[config.mk]
export PLATFORM = sky130hd
export DESIGN_NAME = pipe_adder
export DESIGN_NICKNAME = d
export VERILOG_FILES = /design/src/rtl/pipe_adder_pkg.sv /design/src/rtl/full_adder.sv /design/src/rtl/pipe_adder_slice.sv /design/src/rtl/pipe_adder.sv
export SDC_FILE = /design/constraint.sdc
export NUM_CORES = 1
export LEC_CHECK = 0
export CORE_AREA = 2 2 121 123
export CTS_BUF_LIST = sky130_fd_sc_hd__clkbuf_16
export CTS_CLUSTER_DIAMETER = 150
export CTS_CLUSTER_SIZE = 28
export DETAILED_ROUTE_END_ITERATION = 16
export DIE_AREA = 0 0 123 125
export MAX_ROUTING_LAYER = met4
export PLACE_DENSITY = 0.84
export SYNTH_ARGS = -nofsm -noshare
export SYNTH_HDL_FRONTEND = slang
export SYNTH_SLANG_ARGS = --single-unit
[constraint.sdc]
create_clock -name clk -period 11 [get_ports clk]
set_input_delay 1.1 -clock clk [delete_from_list [all_inputs] [get_ports clk]]
set_output_delay 1.1 -clock clk [all_outputs]
set_load 0.02 [all_outputs]
[src/rtl/pipe_adder_pkg.sv]
// pipe_adder_pkg: mode encodings and slice-geometry helpers shared by the
// pipelined adder and its slice.
package pipe_adder_pkg;

    localparam logic ADD_MODE = 1'b0;
    localparam logic SUB_MODE = 1'b1;

    // Slice width handled by each pipeline stage.
    function automatic int chunk_width(input int width, input int stages);
        return width / stages;
    endfunction

    // Legal geometry: 1 <= stages <= width and equal-width slices.
    function automatic bit geometry_ok(input int width, input int stages);
        return (stages >= 1) && (stages <= width) && ((width % stages) == 0);
    endfunction

endpackage

[src/rtl/full_adder.sv]
// FullAdder: one-bit full adder cell carried over from the original
// single-cycle ripple-carry adder.
module FullAdder (
    input  logic a,
    input  logic b,
    input  logic cin,
    output logic sum,
    output logic cout
);

    assign sum  = a ^ b ^ cin;
    assign cout = (a & b) | (cin & (a ^ b));

endmodule

[src/rtl/pipe_adder_slice.sv]
// pipe_adder_slice: combinational CHUNK-bit ripple adder built from FullAdder
// cells. Also exposes the carry into its top bit (for signed overflow when this
// is the most significant slice) and a slice-is-zero term.
module pipe_adder_slice #(
    parameter int CHUNK = 8
) (
    input  logic [CHUNK-1:0] a,
    input  logic [CHUNK-1:0] b,
    input  logic             cin,
    output logic [CHUNK-1:0] sum,
    output logic             cout,
    output logic             c_top,
    output logic             zero
);

    logic [CHUNK:0] c;

    assign c[0] = cin;

    for (genvar i = 0; i < CHUNK; i++) begin : gen_fa
        FullAdder u_fa (
            .a    (a[i]),
            .b    (b[i]),
            .cin  (c[i]),
            .sum  (sum[i]),
            .cout (c[i+1])
        );
    end

    assign cout  = c[CHUNK];
    assign c_top = c[CHUNK-1];
    assign zero  = ~|sum;

endmodule

[src/rtl/pipe_adder.sv]
// pipe_adder: WIDTH-bit add/subtract split into STAGES slices, one slice per
// pipeline stage, with a single global stall (advance) for backpressure.
// Define PIPE_ADDER_SAT_EN to saturate the result to the signed limit on
// overflow; without it the sum wraps modulo 2^WIDTH.
//
// Each stage carries a rotating word: the low slice is consumed as operand A
// and its sum is inserted at the top, so after STAGES rotations the word holds
// the finished sum in place. Operand B shrinks by one slice per stage.
module pipe_adder
    import pipe_adder_pkg::*;
#(
    parameter int WIDTH  = 32,
    parameter int STAGES = 4
) (
    input  logic             clk,
    input  logic             rst_n,
    input  logic             in_valid,
    output logic             in_ready,
    input  logic [WIDTH-1:0] a,
    input  logic [WIDTH-1:0] b,
    input  logic             cin,
    input  logic             sub,
    output logic             out_valid,
    input  logic             out_ready,
    output logic [WIDTH-1:0] sum,
    output logic             cout,
    output logic             ovf,
    output logic             zero
);

    localparam int CHUNK = chunk_width(WIDTH, STAGES);

    if (!geometry_ok(WIDTH, STAGES)) begin : g_bad_geometry
        $error("pipe_adder: need 1 <= STAGES <= WIDTH and WIDTH %% STAGES == 0");
    end

    logic             advance;
    logic [WIDTH-1:0] b_eff;
    logic             c0;

    // Last-stage combinational results, feeding the output registers.
    logic [WIDTH-1:0] last_r;
    logic             last_co, last_ct, last_z, last_v;

    logic [WIDTH-1:0] sum_d, sum_q;
    logic             out_valid_d, out_valid_q;
    logic             cout_d, cout_q, ovf_d, ovf_q, zero_d, zero_q;

    // Global stall and effective operands for the first slice.
    always_comb begin
        advance  = !out_valid_q || out_ready;
        in_ready = rst_n && advance;
        b_eff    = (sub == SUB_MODE) ? ~b : b;
        c0       = (sub == ADD_MODE) ? cin : 1'b1;
    end

    for (genvar k = 0; k < STAGES; k++) begin : gen_stg
        localparam int BW = WIDTH - k * CHUNK;

        logic [WIDTH-1:0] r_in, r_nxt;
        logic [BW-1:0]    b_in;
        logic             c_in, z_in, v_in;
        logic [CHUNK-1:0] s;
        logic             co, sz;

        if (k == 0) begin : g_src
            assign r_in = a;
            assign b_in = b_eff;
            assign c_in = c0;
            assign z_in = 1'b1;
            assign v_in = in_valid && in_ready;
        end else begin : g_src
            assign r_in = gen_stg[k-1].g_reg.r_q;
            assign b_in = gen_stg[k-1].g_reg.b_q;
            assign c_in = gen_stg[k-1].g_reg.c_q;
            assign z_in = gen_stg[k-1].g_reg.z_q;
            assign v_in = gen_stg[k-1].g_reg.v_q;
        end

        // Only the most significant slice needs its top-bit carry.
        if (k == STAGES - 1) begin : g_last
            logic ct;
            pipe_adder_slice #(.CHUNK(CHUNK)) u_slice (
                .a     (r_in[CHUNK-1:0]),
                .b     (b_in[CHUNK-1:0]),
                .cin   (c_in),
                .sum   (s),
                .cout  (co),
                .c_top (ct),
                .zero  (sz)
            );
            assign last_r  = r_nxt;
            assign last_co = co;
            assign last_ct = ct;
            assign last_z  = z_in & sz;
            assign last_v  = v_in;
        end else begin : g_mid
            pipe_adder_slice #(.CHUNK(CHUNK)) u_slice (
                .a     (r_in[CHUNK-1:0]),
                .b     (b_in[CHUNK-1:0]),
                .cin   (c_in),
                .sum   (s),
                .cout  (co),
                .c_top (),
                .zero  (sz)
            );
        end

        assign r_nxt = WIDTH'({s, r_in} >> CHUNK);

        if (k < STAGES - 1) begin : g_reg
            localparam int BWN = BW - CHUNK;

            logic [WIDTH-1:0] r_d, r_q;
            logic [BWN-1:0]   b_d, b_q;
            logic             c_d, c_q, z_d, z_q, v_d, v_q;

            // Stage k next state: shift in on advance, otherwise hold.
            always_comb begin
                r_d = r_q;
                b_d = b_q;
                c_d = c_q;
                z_d = z_q;
                v_d = v_q;
                if (advance) begin
                    r_d = r_nxt;
                    b_d = BWN'(b_in >> CHUNK);
                    c_d = co;
                    z_d = z_in & sz;
                    v_d = v_in;
                end
            end

            // Stage k registers; reset drops any in-flight op.
            always_ff @(posedge clk) begin
                if (!rst_n) begin
                    r_q <= '0;
                    b_q <= '0;
                    c_q <= 1'b0;
                    z_q <= 1'b0;
                    v_q <= 1'b0;
                end else begin
                    r_q <= r_d;
                    b_q <= b_d;
                    c_q <= c_d;
                    z_q <= z_d;
                    v_q <= v_d;
                end
            end
        end
    end

    // Output stage: final slice result, flags and optional saturation.
    always_comb begin
        sum_d       = sum_q;
        cout_d      = cout_q;
        ovf_d       = ovf_q;
        zero_d      = zero_q;
        out_valid_d = out_valid_q;
        if (advance) begin
            sum_d       = last_r;
            cout_d      = last_co;
            ovf_d       = last_ct ^ last_co;
            zero_d      = last_z;
            out_valid_d = last_v;
`ifdef PIPE_ADDER_SAT_EN
            // Result sign 1 after overflow means the true value was positive.
            if (ovf_d) begin
                sum_d  = last_r[WIDTH-1] ? {1'b0, {(WIDTH-1){1'b1}}}
                                         : {1'b1, {(WIDTH-1){1'b0}}};
                zero_d = 1'b0;
            end
`endif
        end
    end

    // Output registers drive the ports directly.
    always_ff @(posedge clk) begin
        if (!rst_n) begin
            sum_q       <= '0;
            cout_q      <= 1'b0;
            ovf_q       <= 1'b0;
            zero_q      <= 1'b0;
            out_valid_q <= 1'b0;
        end else begin
            sum_q       <= sum_d;
            cout_q      <= cout_d;
            ovf_q       <= ovf_d;
            zero_q      <= zero_d;
            out_valid_q <= out_valid_d;
        end
    end

    assign sum       = sum_q;
    assign cout      = cout_q;
    assign ovf       = ovf_q;
    assign zero      = zero_q;
    assign out_valid = out_valid_q;

endmodule

==> reports/qor.csv, run 1 <==
stage,metric,value,unit
outcome,status,finished clean,
grt,largest net degree at the start of global routing,134,
sta,Final setup viols,0,
sta,Hold WS,449,ps
synth,synth top area cells,"dfxtp_1, nand2_1, fa_1",
pwr,P_leak,4.04,nW
final_layout,Final nets,1070,
floorplan,Ports,107,
synth,syn nets,1006,
floorplan,Die ar.,15400,um^2
cts,Skew-Pair Late Insertion Delay,430,ps
sta,final worst setup slack,6220,ps
routing,DRC viols,0,
sta,Max Fclk,0.209,GHz
cts,TritonCTS Buffers,17,
pwr,sw frac,24.5,%
synth,"Cell Area, Synth",8200,um^2
grt,vias in the first global route,5451,
sta,Relative slew margins,27.2,%
placement,"Cell Area, Placed",9110,um^2
placement,PortBufs,106,
final_layout,area of the multi-input gates,3810,um^2
final_layout,share of layout cells above drive strength 1,3.98,%
floorplan,starting density of the core,57.7,%
flow_run,max-cap viol count,0,
routing,vias post-DR,5936,
sta,Final Max Slew Viols,0,
cts,"Reg clk slew, reported paths",70,ps
routing,routed vias/inst,5.10,
pwr,Logic pwr share,11.9,%
placement,dpl ws,5750,ps
cts,CTS root buffer,clkbuf_16,
hold_path,Hold Path Sink,gen_stg[1].g_reg.b_q[11],
hold_path,hold path startpoint,gen_stg[1].g_reg.b_q[11],
routing,drt first pass iters,4,
cts,hold_buf cts,0,
final_layout,diode count,0,
setup_path,"Req. time, crit path",11360,ps
synth,Synth area leader,dfxtp_1,
cts,CTS H-tree depth,4,
cts,post_cts resized,0,
final_layout,Fill cells,1139,
setup_path,worst reg2reg endpoint,zero,
synth,Syn Area/Cell,9.07,um^2
setup_path,CP Capture Type,flip-flop,
sta,ratio of final minimum period to clock period,43.5,%
setup_path,WP data arrival,5140,ps
final_layout,synth-to-layout area growth,17.7,%
floorplan,row count,44,
pwr,clock share of power,38.0,%
cts,CTS tree,yes,
grt,GR Overflow Total,0,
synth,synth unique cells,25,
synth,register area share after synthesis,46.1,%
synth,register bit total from synthesis,189,
routing,Final ANT Viol Nets,0,
routing,Detailed Route Iter0 Violations,504,
placement,dpl hpwl,9690,um
pwr,Power Density,155,nW/um^2
floorplan,Core Box Area,14200,um^2
final_layout,Final Instance Area,9660,um^2
sta,final hold vios,0,
final_layout,register area,3780,um^2
routing,drt wl/cell,13.0,um
pwr,Psw,0.368,mW
floorplan,die width,123,um
setup_path,R2R Setup Slk,6680,ps
routing,total wire length,15200,um
pwr,sequential share of power,50.2,%
sta,RSZ-0062 raised after global routing,no,
sta,measured slew at the worst slew-check pin,1090,ps
setup_path,crit path launch type,input port,
cts,clock tree buffer depth,2,
setup_path,reg2reg path depth,14,
synth,Synth Instances,904,
synth,post-synth top area share,46.1,%
setup_path,worst r2r src,gen_stg[2].g_reg.c_q,
sta,Clock Skew,6.90,ps
grt,initial antenna violation count,0,
hold_path,worst hold path class,reg -> reg,
pwr,Pint,1.13,mW
hold_path,Hold Path Stages,2,
floorplan,die height,125,um
placement,gpl congestion,0.832,
setup_path,"Max FO, Critical Path",33,
sta,total negative setup slack,0,ps
synth,yosys warns,0,
grt,global-route wire length before repair,25200,um
cts,Post-CTS Repair Setup Buffers,0,
setup_path,crit path kind,in -> reg,
sta,fin crit period,4780,ps
pwr,Peak VDD IR,0.119,mV
cts,total clock sinks,189,
grt,Total GRT Usage,21.0,%
-- cell type report --
class	count	area share, %
Multi-Input combinational cell	598	39.4
Timing Repair Buffer	112	11.4
Clock inverter	15	1.28
Clock buffer	17	4.41
Tap cell	184	2.38
Inverter	50	1.94
Sequential cell	189	39.2
-- worst max path at each step --
stage	startpoint	end	slack (ps)	cells past startpoint
4_1_cts	sub	gen_stg[0].g_reg.z_q	6210	16
2_1_floorplan	sub	gen_stg[0].g_reg.z_q	6110	16
6_report	sub	gen_stg[0].g_reg.z_q	6220	16
5_1_grt	sub	gen_stg[0].g_reg.z_q	6010	16
3_5_place_dp	sub	gen_stg[0].g_reg.z_q	5750	16
3_3_place_gp	sub	gen_stg[0].g_reg.z_q	5880	16
-- routing by layer --
metal	wire length (um)	vias to the layer above	GRT usage, %
met5	0	-	-
met4	214	0	7.69
met3	696	17	4.61
met2	6860	112	30.3
met1	7410	2789	29.1
li1	-	3018	-
-- power groups by stage --
stage / clock network, mW / logic (mW) / registers, mW
after global placement: 0 / 0.173 / 0.767
final: 0.570 / 0.178 / 0.753
after detailed placement: 0 / 0.178 / 0.768
after CTS: 0.579 / 0.180 / 0.753
after global routing: 0.610 / 0.200 / 0.758
after floorplan: 0 / 0.112 / 0.769
-- state kept, by name (all words and copies together), names as in the netlist --
signal,flops
gen_stg.g_reg.b_q,48
sum,32
gen_stg.g_reg.v_q,3
out_valid,1
zero,1
ovf,1
cout,1
gen_stg.g_reg.c_q,3
gen_stg.g_reg.z_q,3
gen_stg.g_reg.r_q,96
-- critical path, cell delays in order --
cell and delay (ps):
buf_2 90, buf_4 290, or2_2 380, fa_1 420, fa_1 410, fa_1 390
fa_1 390, fa_1 370, inv_1 70, fa_1 180, fa_1 180, inv_1 50
fa_1 460, nor2_1 110, nand4_1 90, o21ai_0 140
-- kinds of logic after synthesis --
kind of cell,after synthesis,synth area share [%]
DFF,189,46.1
adders and majority gates,32,7.81
AOI/OAI and AO/OA,189,18.6
xor gates and xnor gates,33,3.52
buffers and inverters,117,7.63
and+or+nand+nor,344,16.3
-- layout by cell type, fill, tap and decap left out, drive strengths merged --
master,instances
buf,8
clkinvlp,1
clkbuf,17
nor2b,1
nand2b,1
inv,53
a21boi,137
o21a,1
or2,1
nor4,1
clkinv,10
dfxtp,189
bufinv,1
o21ai,4
nand3,7
xnor2,27
nor2,4
fa,32
nand2,322
xor2,6
o211a,47
clkdlybuf4s50,104
nand4,4
and4,3
-- through the flow --
stage               std cells  util (%)  total power [mW]
CTS                      1165      68.0              1.51
floorplan                 904         -             0.881
global placement         1133      64.1             0.940
detailed placement       1133      64.1             0.946
global route             1165      68.0              1.57
finish                   1165      68.0              1.50
-- Yosys cell counts, drive strengths merged --
cell / count
o21a: 1
nor4: 1
xor2: 6
a21boi: 137
and4: 3
nand3: 7
clkbuf: 20
nand2b: 1
o21ai: 4
nor2b: 1
inv: 50
nor2: 4
or2: 1
fa: 32
dfxtp: 189
o211a: 47
xnor2: 27
nand2: 322
nand4: 4
buf: 47
Note: power is estimated with default switching activity, not from simulation.
==> inputs of run 2 (changes only) <==
--- a/config.mk
+++ b/config.mk
@@ -5,14 +5,14 @@
 export SDC_FILE = /design/constraint.sdc
 export NUM_CORES = 1
 export LEC_CHECK = 0
-export CORE_AREA = 2 2 121 123
+export CORE_AREA = 2 2 126 128
 export CTS_BUF_LIST = sky130_fd_sc_hd__clkbuf_16
 export CTS_CLUSTER_DIAMETER = 150
 export CTS_CLUSTER_SIZE = 28
 export DETAILED_ROUTE_END_ITERATION = 16
-export DIE_AREA = 0 0 123 125
+export DIE_AREA = 0 0 128 130
 export MAX_ROUTING_LAYER = met4
-export PLACE_DENSITY = 0.84
+export PLACE_DENSITY = 0.78
 export SYNTH_ARGS = -nofsm -noshare
 export SYNTH_HDL_FRONTEND = slang
 export SYNTH_SLANG_ARGS = --single-unit
==> constraint.sdc (replaced) <==
create_clock -name clk -period 4.6 [get_ports clk]
set_input_delay 0.46 -clock clk [delete_from_list [all_inputs] [get_ports clk]]
set_output_delay 0.46 -clock clk [all_outputs]
set_load 0.02 [all_outputs]
==> run 2 against run 1 <==
Utilization fell by 5.0 points. Clock skew fell by 1.1 ps. Cell count rose by 0.52%. Worst hold slack barely moved. Critical path depth fell by 2. Total power rose by 140%. Global-route usage fell by 1.4 points. First-iteration DRC count fell by 14%. Register-to-register slack got worse by 6400 ps. Flip-flop and latch count did not move. Non-clock buffer count fell by 1.
==> reports/qor.csv, run 2 (same netlist as run 1, synthesis figures left out) <==
stage,metric,value,unit,change
outcome,status,finished clean,,
sta,RSZ-0062 raised after global routing,no,,
grt,GR Overflow Total,0,,unchanged
final_layout,Fill cells,1336,,+17%
final_layout,register area,3780,um^2,unchanged
sta,measured slew at the worst slew-check pin,1180,ps,+85.7 ps
final_layout,max FFs per register,96,,unchanged
cts,CTS root buffer,clkbuf_16,,
sta,Max Fclk,0.231,GHz,
setup_path,crit path kind,reg -> reg,,
final_layout,area of the multi-input gates,3810,um^2,unchanged
sta,Relative slew margins,21.5,%,-5.7 points
final_layout,synth-to-layout area growth,18.5,%,
cts,total clock sinks,189,,unchanged
sta,Final Max Slew Viols,0,,unchanged
placement,dpl hpwl,9450,um,-2.4%
cts,post_cts resized,0,,unchanged
routing,drt wl/cell,13.0,um,about the same
setup_path,Buf/Inv on CP,3,,-1
grt,Total GRT Usage,19.6,%,-1.4 points
floorplan,Core Box Area,15400,um^2,+8.6%
cts,TritonCTS Buffers,17,,unchanged
sta,Final setup viols,0,,unchanged
floorplan,die width,128,um,+4.1%
sta,final hold vios,0,,unchanged
final_layout,"most common cell after layout, fill and taps aside",nand2_1,,
cts,CTS tree,yes,,
cts,Post-CTS Repair Setup Buffers,0,,unchanged
cts,CTS H-tree depth,4,,unchanged
final_layout,most frequent cells in the layout,"nand2_1, dfxtp_1, clkdlybuf4s50_1, a21boi_1, a21boi_0",,
sta,total negative setup slack,0,ps,unchanged
hold_path,hold path startpoint,gen_stg[1].g_reg.b_q[3],,
sta,fin crit period,4320,ps,
hold_path,Hold Path Stages,2,,unchanged
routing,Detailed Route Iter0 Violations,435,,-14%
floorplan,row count,46,,+4.5%
setup_path,ordered cell list for the critical path,"inv_1, fa_1, fa_1, fa_1, fa_1, fa_1, inv_1, fa_1, fa_1, inv_1, fa_1, and4_1, nand3_1, o21ai_0",,
floorplan,starting density of the core,53.2,%,-4.6 points
final_layout,diode count,0,,unchanged
routing,vias post-DR,5833,,-1.7%
grt,global-route wire length before repair,25400,um,+0.99%
final_layout,largest reg by FF count,gen_stg.g_reg.r_q,,
cts,Skew-Pair Late Insertion Delay,420,ps,about the same
cts,"Reg clk slew, reported paths",60,ps,about the same
floorplan,Ports,107,,unchanged
hold_path,worst hold path class,reg -> reg,,
cts,clock tree buffer depth,2,,unchanged
pwr,P_leak,4.04,nW,+0.10%
routing,DRC viols,0,,unchanged
setup_path,CP Capture Type,flip-flop,,
grt,vias in the first global route,5403,,-0.88%
grt,largest net degree at the start of global routing,235,,+75%
setup_path,max incr delay on CP,570,ps,+110 ps
sta,Hold WS,449,ps,+0.387 ps
pwr,Power Density,378,nW/um^2,+140%
routing,routed vias/inst,4.98,,-2.2%
setup_path,worst reg2reg endpoint,gen_stg[1].g_reg.z_q,,
setup_path,R2R Setup Slk,280,ps,-6400 ps
routing,Final ANT Viol Nets,0,,unchanged
grt,initial antenna violation count,0,,unchanged
setup_path,Slowest cell on crit path,fa_1,,
floorplan,Die ar.,16600,um^2,+8.2%
floorplan,die height,130,um,+4.0%
pwr,total power,3.67,mW,+140%
setup_path,most used cell along the critical path,fa_1,,
sta,Clock Skew,5.82,ps,-1.08 ps
routing,drt first pass iters,4,,unchanged
setup_path,crit path launch type,flip-flop,,
sta,ratio of final minimum period to clock period,93.9,%,
placement,gpl congestion,0.838,,+0.70%
setup_path,reg2reg path depth,14,,unchanged
setup_path,worst r2r src,gen_stg[0].g_reg.c_q,,
setup_path,Crit path max-delay family,adder cells,,
setup_path,WP data arrival,4670,ps,-470 ps
setup_path,"Max FO, Critical Path",2,,-94%
routing,total wire length,15300,um,+0.47%
hold_path,Hold Path Sink,gen_stg[1].g_reg.b_q[3],,
final_layout,share of layout cells above drive strength 1,3.78,%,-0.20 points
pwr,Peak VDD IR,0.274,mV,+130%
placement,PortBufs,106,,unchanged
setup_path,"Req. time, crit path",4950,ps,-6410 ps
flow_run,max-cap viol count,0,,unchanged
cts,hold_buf cts,0,,unchanged
final_layout,Final nets,1069,,-0.093%
[run 2: metal layers]
layer  track usage, %  part of all wire (%)  wire length, um  vias to the layer above
met1             26.4                    50             7670                     2697
met5                -                     0                0                        -
met2             29.5                    45             6810                      106
met4             7.30                   1.5              229                        0
met3             4.14                   3.6              546                       18
li1                 -                     -                -                     3012
[run 2: tightest hold or removal path: stages (launching register included)]
cell and delay [ps]:
dfxtp_1 310, nand2_1 50, a21boi_1 50
[run 2: cell type report]
type                            count  area share (%)
Sequential cell                   189            38.9
Multi-Input combinational cell    598            39.2
Tap cell                          192            2.47
Inverter                           50            1.93
Clock inverter                     14            1.60
Clock buffer                       17            4.38
Timing Repair Buffer              111            11.5
[run 2: worst max path at each step]
stage	cells after the start	start	to	slack (ps)
after floorplan	16	sub	gen_stg[0].g_reg.z_q	350
after global placement	15	cin	gen_stg[0].g_reg.z_q	230
after detailed placement	15	cin	gen_stg[0].g_reg.z_q	60
after CTS	14	gen_stg[0].g_reg.c_q	gen_stg[1].g_reg.z_q	230
after global routing	14	gen_stg[2].g_reg.c_q	zero	70
final	14	gen_stg[0].g_reg.c_q	gen_stg[1].g_reg.z_q	280
[run 2: through the flow]
stage / std cells / utilization (%) / setup slack (ps) / instance area, um^2
after floorplan: 904 / - / 348 / 8200
after global placement: 1140 / 59.2 / 225 / 9130
after detailed placement: 1140 / 59.2 / 59.2 / 9130
after CTS: 1171 / 63.0 / 227 / 9710
after global routing: 1171 / 63.0 / 65.0 / 9710
final: 1171 / 63.0 / 279 / 9710
[run 2: where the power goes]
group          internal (mW)  switching (mW)  leakage (nW)
combinational          0.224           0.204          2.22
clock                  0.842           0.604         0.270
sequential              1.75          0.0548          1.55
==> inputs of run 3 (changes only) <==
--- a/config.mk
+++ b/config.mk
@@ -5,14 +5,16 @@
 export SDC_FILE = /design/constraint.sdc
 export NUM_CORES = 1
 export LEC_CHECK = 0
-export CORE_AREA = 2 2 126 128
+export CELL_PAD_IN_SITES_DETAIL_PLACEMENT = 0
+export CELL_PAD_IN_SITES_GLOBAL_PLACEMENT = 1
+export CORE_AREA = 2 2 143 145
 export CTS_BUF_LIST = sky130_fd_sc_hd__clkbuf_16
 export CTS_CLUSTER_DIAMETER = 150
 export CTS_CLUSTER_SIZE = 28
 export DETAILED_ROUTE_END_ITERATION = 16
-export DIE_AREA = 0 0 128 130
+export DIE_AREA = 0 0 145 147
 export MAX_ROUTING_LAYER = met4
-export PLACE_DENSITY = 0.78
+export PLACE_DENSITY_LB_ADDON = 0.1
 export SYNTH_ARGS = -nofsm -noshare
 export SYNTH_HDL_FRONTEND = slang
 export SYNTH_SLANG_ARGS = --single-unit
==> run 3 against run 2 <==
Die area rose by 28%. Worst hold slack barely moved. Via count fell by 0.36%. Clock-buffer cell count did not move. Non-clock buffer count fell by 1. Routed wire length rose by 7.6%. Critical path depth did not move. Cell count rose by 6.7%. Clock skew rose by 3.4 ps.
==> reports/qor.csv, run 3 (same netlist as run 1, synthesis figures left out) <==
stage,metric,value,unit,change
placement,dpl ws,87.3,ps,+28.2 ps
hold_path,hold path startpoint,gen_stg[1].g_reg.b_q[13],,
setup_path,crit path launch type,flip-flop,,
routing,DRC viols,0,,unchanged
floorplan,row count,52,,+13%
routing,Detailed Route Iter0 Violations,383,,-12%
placement,gpl congestion,0.753,,-10%
setup_path,Worst setup startpoint,gen_stg[2].g_reg.c_q,,
grt,vias in the first global route,5507,,+1.9%
floorplan,Core Box Area,19800,um^2,+29%
pwr,Peak VDD IR,0.222,mV,-19%
sta,Final setup viols,0,,unchanged
cts,total clock sinks,189,,unchanged
floorplan,die height,147,um,+13%
cts,CTS root buffer,clkbuf_16,,
final_layout,"most common cell after layout, fill and taps aside",nand2_1,,
routing,drt wl/cell,13.1,um,+0.86%
setup_path,Slowest cell on crit path,fa_1,,
setup_path,max incr delay on CP,550,ps,-20 ps
routing,drt first pass iters,5,,+1
setup_path,most used cell along the critical path,fa_1,,
setup_path,WP data arrival,4600,ps,-70 ps
final_layout,most frequent cells in the layout,"nand2_1, dfxtp_1, clkdlybuf4s50_1, a21boi_1, a21boi_0",,
sta,RSZ-0062 raised after global routing,no,,
sta,final worst setup slack,352,ps,+73.3 ps
cts,CTS H-tree depth,4,,unchanged
placement,dpl hpwl,10000,um,+6.1%
placement,Placed Instances,1217,,+6.8%
sta,Final Max Slew Viols,0,,unchanged
setup_path,ordered cell list for the critical path,"inv_1, fa_1, fa_1, fa_1, fa_1, fa_1, inv_1, fa_1, fa_1, inv_1, fa_1, and4_1, nand3_1, o21ai_0",,
grt,initial antenna violation count,1,,+1
routing,Final ANT Viol Nets,0,,unchanged
floorplan,Ports,107,,unchanged
cts,hold_buf cts,0,,unchanged
placement,PortBufs,106,,unchanged
pwr,Power Density,374,nW/um^2,-1.2%
final_layout,fin cells,1249,,+6.7%
floorplan,Die ar.,21300,um^2,+28%
grt,largest net degree at the start of global routing,235,,unchanged
final_layout,synth-to-layout area growth,19.5,%,
routing,total wire length,16400,um,+7.6%
setup_path,worst reg2reg endpoint,zero,,
grt,global-route wire length before repair,27600,um,+8.5%
sta,total negative setup slack,0,ps,unchanged
sta,Clock Skew,9.23,ps,+3.41 ps
pwr,P_leak,4.05,nW,about the same
setup_path,"Req. time, crit path",4950,ps,about the same
cts,"Reg clk slew, reported paths",60,ps,about the same
sta,fin crit period,4250,ps,-73.3 ps
sta,ratio of final minimum period to clock period,92.3,%,-1.6 points
cts,TritonCTS Buffers,17,,unchanged
outcome,status,finished clean,,
floorplan,die width,145,um,+13%
cts,Post-CTS Repair Setup Buffers,0,,unchanged
setup_path,reg2reg path depth,14,,unchanged
final_layout,diode count,0,,unchanged
final_layout,max FFs per register,96,,unchanged
sta,Max Fclk,0.235,GHz,+1.7%
hold_path,Hold Path Stages,2,,unchanged
sta,final hold vios,0,,unchanged
final_layout,largest reg by FF count,gen_stg.g_reg.r_q,,
final_layout,share of layout cells above drive strength 1,3.68,%,-0.10 points
sta,measured slew at the worst slew-check pin,996,ps,-182 ps
flow_run,max-cap viol count,0,,unchanged
grt,GR Overflow Total,0,,unchanged
setup_path,"Max FO, Critical Path",2,,unchanged
routing,routed vias/inst,4.65,,-6.6%
setup_path,worst r2r src,gen_stg[2].g_reg.c_q,,
hold_path,worst hold path class,reg -> reg,,
cts,clock tree buffer depth,2,,unchanged
setup_path,R2R Setup Slk,350,ps,+70 ps
setup_path,crit path kind,reg -> reg,,
final_layout,Final nets,1068,,-0.094%
cts,CTS tree,yes,,
grt,Total GRT Usage,16.3,%,-3.4 points
sta,Relative slew margins,33.6,%,+12 points
routing,vias post-DR,5812,,-0.36%
floorplan,starting density of the core,41.3,%,-12 points
cts,Skew-Pair Late Insertion Delay,430,ps,about the same
cts,post_cts resized,0,,unchanged
setup_path,CP Capture Type,flip-flop,,
hold_path,Hold Path Sink,gen_stg[1].g_reg.b_q[13],,
==> run 3: cell count changes in the layout (fill, tap and decap cells not counted), sizes merged <==
cell	delta
clkinv	+5
clkinvlp	-5
inv	+2
buf	-1
bufinv	-1
==> run 3: report_power, final <==
part	total, mW	leakage (nW)	switching (mW)	internal [mW]
clock network	1.44	0.280	0.637	0.799
registers	1.80	1.55	0.0560	1.74
logic	0.424	2.22	0.201	0.222
==> run 3: through the flow <==
| step | hold WS [ps] | power [mW] | utilization, % | cell area [um^2] |
|---|---|---|---|---|
| after floorplan | 431 | 2.11 | - | 8200 |
| after global placement | 438 | 2.27 | 46.5 | 9220 |
| after detailed placement | 444 | 2.27 | 46.5 | 9220 |
| after CTS | 452 | 3.71 | 49.4 | 9800 |
| after global routing | 468 | 3.85 | 49.4 | 9800 |
| final | 449 | 3.66 | 49.4 | 9800 |
==> run 3: worst max-delay path by stage <==
stage | depth (start not counted) | slack [ps] | to
floorplan | 16 | 350 | gen_stg[0].g_reg.z_q
global placement | 15 | 210 | gen_stg[0].g_reg.z_q
detailed placement | 15 | 90 | gen_stg[0].g_reg.z_q
CTS | 14 | 330 | zero
global route | 14 | 90 | zero
finish | 14 | 350 | zero
==> run 3: worst max-delay path, delay by kind of cell, from the launching register on <==
kind | cells | cell delay, ps
adder cells (fa/ha/maj) | 8 | 3220
flip-flops | 1 | 330
AND/OR/NAND/NOR | 2 | 270
buffers and inverters | 3 | 210
AO/OA/AOI/OAI | 1 | 150
==> run 3: routing by layer <==
metal  vias up  GRT usage, %  wire length [um]
li1       3015             -                 -
met1      2689          24.0              8870
met2        97          22.5              6800
met3        11          3.48               575
met4         0          4.60               167
met5         -             -                 0
==> run 3: final cells by class <==
cell class | count | area (um^2)
clock inverters | 15 | 148
multi-input cells | 598 | 3810
repair buffers | 110 | 1110
flip-flops and latches | 189 | 3780
well taps | 270 | 338
inverters | 50 | 188
fillers | 1992 | 10000
clock buffers | 17 | 425
